File: src/rtl/seg_display_reader.sv
// Reads a 7-segment bus (g..a) back to a 4-bit value once it has held still; SEG_READER_ALT_GLYPHS_EN adds alternate 7/9 glyphs.
// Latency: STABLE_CYCLES edges after capture; out_valid holds until out_ready, with changes seen meanwhile judged afterwards.
module seg_display_reader #(
   parameter int STABLE_CYCLES = 4
) (
   input  logic       clk,
   input  logic       reset,
   input  logic [6:0] segments_in,
   input  logic       out_ready,
   output logic [3:0] floor_number,
   output logic       out_valid,
   output logic       pattern_error
);

   localparam int CW = $clog2(STABLE_CYCLES + 1);
   localparam logic [CW-1:0] CNT_MAX = CW'(STABLE_CYCLES);
   localparam logic [CW-1:0] CNT_THR = CW'(STABLE_CYCLES - 1);

   typedef enum logic [1:0] {
      SETTLE  = 2'd0,
      STEADY  = 2'd1,
      PRESENT = 2'd2
   } state_t;

   state_t        state_q, state_d;
   logic [6:0]    seg_q, seg_d;
   logic [6:0]    last_pat_q, last_pat_d;
   logic [CW-1:0] cnt_q, cnt_d;
   logic [3:0]    floor_number_q, floor_number_d;
   logic          out_valid_q, out_valid_d;
   logic          pattern_error_q, pattern_error_d;
   logic          glyph_ok;
   logic [3:0]    glyph_val;
   logic          stable;

   always_comb begin
      glyph_ok  = 1'b1;
      glyph_val = 4'h0;
      case (seg_q)
         7'h3F: glyph_val = 4'h0;
         7'h06: glyph_val = 4'h1;
         7'h5B: glyph_val = 4'h2;
         7'h4F: glyph_val = 4'h3;
         7'h66: glyph_val = 4'h4;
         7'h6D: glyph_val = 4'h5;
         7'h7D: glyph_val = 4'h6;
         7'h07: glyph_val = 4'h7;
         7'h7F: glyph_val = 4'h8;
         7'h6F: glyph_val = 4'h9;
         7'h77: glyph_val = 4'hA;
         7'h7C: glyph_val = 4'hB;
         7'h39: glyph_val = 4'hC;
         7'h5E: glyph_val = 4'hD;
         7'h79: glyph_val = 4'hE;
         7'h71: glyph_val = 4'hF;
`ifdef SEG_READER_ALT_GLYPHS_EN
         7'h67: glyph_val = 4'h9;
         7'h27: glyph_val = 4'h7;
`endif
         default: glyph_ok = 1'b0;
      endcase
   end

   // Decision point: bus matches the held sample for STABLE_CYCLES edges since capture
   assign stable = (segments_in == seg_q) && (cnt_q >= CNT_THR);

   always_comb begin
      seg_d           = seg_q;
      cnt_d           = cnt_q;
      last_pat_d      = last_pat_q;
      floor_number_d  = floor_number_q;
      out_valid_d     = out_valid_q;
      pattern_error_d = 1'b0;
      state_d         = state_q;

      if (segments_in != seg_q) begin
         seg_d = segments_in;
         cnt_d = '0;
      end else if (cnt_q < CNT_MAX) begin
         cnt_d = cnt_q + CW'(1);
      end

      case (state_q)
         SETTLE: begin
            if (stable) begin
               state_d = STEADY;
               if (seg_q == last_pat_q) begin
                  state_d = STEADY;
               end else if (seg_q == 7'h00) begin
                  last_pat_d = 7'h00;
               end else if (glyph_ok) begin
                  last_pat_d     = seg_q;
                  floor_number_d = glyph_val;
                  out_valid_d    = 1'b1;
                  state_d        = PRESENT;
               end else begin
                  last_pat_d      = seg_q;
                  pattern_error_d = 1'b1;
               end
            end
         end
         STEADY: begin
            if (segments_in != seg_q) state_d = SETTLE;
         end
         PRESENT: begin
            if (out_ready) begin
               out_valid_d = 1'b0;
               state_d     = SETTLE;
            end
         end
         default: state_d = SETTLE;
      endcase
   end

   always_ff @(posedge clk or posedge reset) begin
      if (reset) begin
         state_q         <= SETTLE;
         seg_q           <= '0;
         cnt_q           <= '0;
         last_pat_q      <= '0;
         floor_number_q  <= '0;
         out_valid_q     <= 1'b0;
         pattern_error_q <= 1'b0;
      end else begin
         state_q         <= state_d;
         seg_q           <= seg_d;
         cnt_q           <= cnt_d;
         last_pat_q      <= last_pat_d;
         floor_number_q  <= floor_number_d;
         out_valid_q     <= out_valid_d;
         pattern_error_q <= pattern_error_d;
      end
   end

   assign floor_number  = floor_number_q;
   assign out_valid     = out_valid_q;
   assign pattern_error = pattern_error_q;

endmodule

File: config.mk
export PLATFORM = sky130hd
export DESIGN_NAME = seg_display_reader
export DESIGN_NICKNAME = d
export VERILOG_FILES = /design/src/rtl/seg_display_reader.sv
export SDC_FILE = /design/constraint.sdc
export NUM_CORES = 1
export LEC_CHECK = 0
export ABC_AREA = 1
export CAP_MARGIN = 20
export CORE_UTILIZATION = 57
export CTS_CLUSTER_DIAMETER = 120
export DETAILED_ROUTE_END_ITERATION = 16
export PLACE_DENSITY = 0.79
export SLEW_MARGIN = 10
export SYNTH_ARGS = -nofsm -noshare
export SYNTH_HDL_FRONTEND = slang
export SYNTH_SLANG_ARGS = --single-unit
File: constraint.sdc
create_clock -name clk -period 2 [get_ports clk]
set_input_delay 0.5 -clock clk [delete_from_list [all_inputs] [get_ports clk]]
set_output_delay 0.5 -clock clk [all_outputs]
set_load 0.03 [all_outputs]
Word-level counts from Yosys, hierarchy flattened
Index checks and enable logic that the tools add are counted.
{ "classes": {"n_bitwise": 2, "order_cmp": 2, "n_addsub": 1, "reduce_logical": 10, "eq_ne": 27, "muxes": 23} }
{ "ops": {"columns": ["cell", "count"], "rows": [
  ["equality test 7 bit, second input constant", 12],
  ["one-hot mux 4 bit (15 select lines)", 1],
  ["OR reduction 16 bit", 1],
  ["equality test 7 x 3 -> 1 bit, second input constant", 2],
  ["equality test 7 x 6 -> 1 bit, second input constant", 2],
  ["equality test 7 bit", 2],
  ["2-to-1 mux 2 bit", 6],
  ["!= test 2 bit, second input constant", 6],
  ["2-to-1 mux 1 bit", 11],
  ["logical NOT 7 bit", 1],
  ["2-to-1 mux 7 bit", 1],
  ["!= test 7 bit", 1],
  ["2-to-1 mux 3 bit", 2],
  ["one-hot mux 2 bit (3 select lines)", 1],
  ["AND reduction 3 bit", 2],
  ["AND reduction 6 bit", 1],
  ["AND reduction 5 bit", 1],
  ["nonzero test 2 bit", 2],
  ["adder 3 x 1 -> 3 bit, second input constant", 1],
  [">= comparator 3 x 2 -> 1 bit, second input constant", 1],
  ["< comparator 3 bit, second input constant", 1],
  ["equality test 2 x 1 -> 1 bit, second input constant", 1],
  ["equality test 2 bit, second input constant", 1],
  ["logical NOT 2 bit", 1],
  ["other kinds (3)", 4]
]} }
{ "word_totals": {"wordCells": 72, "ff_bits": 25, "out_inout_bits": 6, "input_bits": 10} }

Logic depth before layout (Yosys ltp)
{ "depth": {"ltp_word": 8, "ltp_mapped": 13, "ltp_nobuf": 12} }

Least setup slack after synthesis
OpenSTA, ideal clock, no wires.
{ "synth_timing": {"path_type": "input -> register", "from": "in segments_in[4]", "to": "reg last_pat_q[2]", "path_stages": 9, "required_time_ns": 1.881, "arrival_time_ns": 1.428, "n_path_buf": 1, "setup_time_ns": 0.119, "slack_ns": 0.454, "path_cell_list": "xnor2_1 nand3_1 nor2_4 nand2_4 clkinv_4 nand3_4 buf_6 nand2_2 o21ai_2"} }
{ "synth_via": {"elab_chain_len": 3} }
{ "synth_rtl": {"columns": ["element", "line_no", "rtl"], "rows": [
  ["start, declared", "8", "input logic [6:0] segments_in,"],
  ["equality test 7 bit", "65", "assign stable = (segments_in == seg_q) && (cnt_q >= CNT_THR);"],
  ["logical AND 1 bit", "65", null],
  ["AND reduction 3 bit (no source line)", null, null],
  ["end signal, assigned", "128", "last_pat_q <= last_pat_d;"],
  ["end, declared", "27", "logic [6:0] last_pat_q, last_pat_d;"]
]} }
No other way between the ends.
A chain may end at the register's enable or synchronous reset.

Worst setup path after layout
{ "layout_timing": {"from": "reg floor_number_q[0] (netlist: floor_number[0])", "to": "out floor_number[0]"} }
{ "layout_rtl": {"columns": ["element", "line_no", "rtl"], "rows": [
  ["start, declared", "29", "logic [3:0] floor_number_q, floor_number_d;"],
  ["start signal, assigned", "129", "floor_number_q <= floor_number_d;"],
  ["end, declared", "10", "output logic [3:0] floor_number,"]
]} }
No word-level cell between the ends.

==> impl_metrics.ini <==
[status]
status = finished clean

[global_routing]
grt.overflow.total = 0
antenna_found_initial = 0
grt_usage = 0.255
grt_pass1_vias = 1443
grt_max_degree = 26
grt_pass1_wl_microns = 6320

[timing]
max_slew.worst_pin.slew_ns = 0.421
relSlewSlack = 0.719
finalSetupViolCount = 0
hold_ws_ns = 0.476
max_clock_freq_mhz = 519
fin_setup_tns_ns = 0
min_period_ns = 1.93
timing.final.ws_setup_ns = 0.0740
hold_viol = 0
rsz0062_at_grt = false
skew_ns = 0.0212
period_share = 0.963
slew_violations = 0

[drt]
drt-wirelength-per-cell_microns = 11.9
via_per_inst = 5.26
drc = 0
ant_nets = 0
first_iter_violations = 110
routed_wl_microns = 3590
drtPass1Iterations = 4
vias = 1584

[hold_path]
min_path_type = input pin to asynchronous set/reset pin

[setup_path]
worst_ep_required_time_ns = 1.50
crit_path_top_delay_cell = clkdlybuf4s50_1
cp_slowest_stage_delay_ns = 0.67
regToRegStartpoint = seg_q[5]
reg2reg_setup_slack_ns = 0.26
cp-end-kind = output pin
worst_setup_path_start_kind = flop
startpoint = floor_number[0]
critPathBufInv = 1
critPathArrivalTime_ns = 1.43
path_delay_family = buffers and inverters
ff2ff_path_depth = 12
path_cells = clkdlybuf4s50_1
path_class = flop to output pin
path_max_fanout = 2
r2r_end = out_valid

[logic_synthesis]
yosysMostFrequentCell = nand2_1
ys_ff_latch = 25
async_flop_share = 1.00
syn_area_sq_mm = 0.00173
synth_edf_count = 0
syn_area_per_cell_sq_um = 6.73
yosys.area.top_type = dfrtp_1
synth_nets = 269
ys_top_cells_by_area = dfrtp_1 (36%), nand2_1 (18%), nor2_1 (8.2%)
synth_top_cell_area_share = 0.362
synthCells = 257
synth_flop_cell = dfrtp_1
ys_types = 24
seq_area_frac_synth = 0.362
netlist_top_cells_count = nand2_1 (85), nor2_1 (38), dfrtp_1 (25)
yosys_warnings = 0

[final_layout]
final_cells = 301
fin_util = 0.689
final_area_sq_mm = 0.00193
fin_nets = 283
fill_cells = 278
drive_gt1_frac = 0.137
antenna_cells = 0
area_delta_synth_final_pct = 11.7

[cts]
clkSinkCount = 25
numCtsBuffers = 3
clock_latency_ns = 0.35
cts_buffer_depth = 2
cts_hold_buf = 0
cts_root_buffer = clkbuf_4
cts_setup_buffers = 0
cts_tree = yes
clk_pin_slew_worst_paths_ns = 0.16
h-tree-depth = 1

[floorplanning]
fp-row-count = 19
die_w_microns = 57.1
dieArea_sq_mm = 0.00326
num_io_pins = 16
die_y_microns = 57.1
fp.coreArea_sq_mm = 0.00281
initial_core_util = 0.616

[power_and_ir_drop]
p_per_area_mw_per_mm2 = 573
fin_total_pwr_mw = 1.11
p_leak_nw = 1.03
irDropWorstVdd_mv = 0.412

[placement]
routabilityCongestion = 0.903
post_dp_cell_area_sq_mm = 0.00190
place_ws_ns = -0.169
io_buffers = 15
dp_cells = 297
hpwl_microns = 2910

[run]
maxCapViolations = 0
## cell usage in the layout, fill, tap and decap left out
master	instances
a21oi_1	4
xnor2_1	6
dfrtp_1	25
nand3_4	1
nor2_1	37
clkinvlp_4	1
o21ai_1	1
clkbuf_4	3
nand2_4	1
nor3_1	2
o21ai_2	7
nand3_1	21
clkdlybuf4s50_1	15
nor2_4	1
nand4_1	10
nor2_2	5
buf_4	7
ha_1	2
xor2_1	2
nand2_2	5
inv_2	5
o21ai_0	1
clkinv_4	1
inv_1	22
nand2_1	85
## worst max-delay path by stage
stage	end	slack (ns)	cells past startpoint
after floorplan	last_pat_q[2]	0.45	9
after global placement	last_pat_q[5]	-0.12	12
after detailed placement	last_pat_q[4]	-0.17	12
after CTS	floor_number[0]	0.07	1
after global routing	floor_number[0]	0.03	1
final	floor_number[0]	0.07	1
## sequential cells by signal, summed over array words and instances (netlist names)
signal and flops:
state_q 2, seg_q 7, floor_number 4, last_pat_q 7, pattern_error 1, out_valid 1
cnt_q 3
## report_power, final
group          switching (mW)  internal (mW)  leakage, nW
logic                   0.189          0.109        0.683
clock network           0.172         0.0769       0.0139
registers              0.0279          0.533        0.332
total                   0.388          0.719         1.03
## final cells by class
| cell class | instances | area, sq um | area share |
|---|---|---|---|
| clock buffer | 3 | 22.5 | 0.0117 |
| clock inverter | 1 | 7.51 | 0.00389 |
| inverter | 28 | 110 | 0.0570 |
| multi-input combinational | 191 | 925 | 0.479 |
| sequential | 25 | 626 | 0.324 |
| tap | 31 | 38.8 | 0.0201 |
| timing repair buffer | 22 | 203 | 0.105 |
## logic make-up (layout without fill, tap and decap cells)
logic type | after synthesis | after routing | share of synthesized area
AO/OA/AOI/OAI | 13 | 13 | 0.0528
XOR/XNOR | 8 | 8 | 0.0405
adder cells (fa/ha/maj) | 2 | 2 | 0.0145
buffers and inverters | 41 | 54 | 0.105
flip-flops | 25 | 25 | 0.362
AND/OR/NAND/NOR | 168 | 168 | 0.425
## layer usage
layer	track usage	part of all wire	routed length [microns]
met4	0.111	0.014	49
met1	0.352	0.47	1680
met5	0	0	0
met2	0.410	0.48	1730
met3	0.0272	0.036	130
## what timing repair did
action,CTS,global route
setup endpoints to repair,0,4
endpoints found under the hold margin,0,0
resized for setup,0,1
Note: power is estimated with default switching activity, not from simulation.
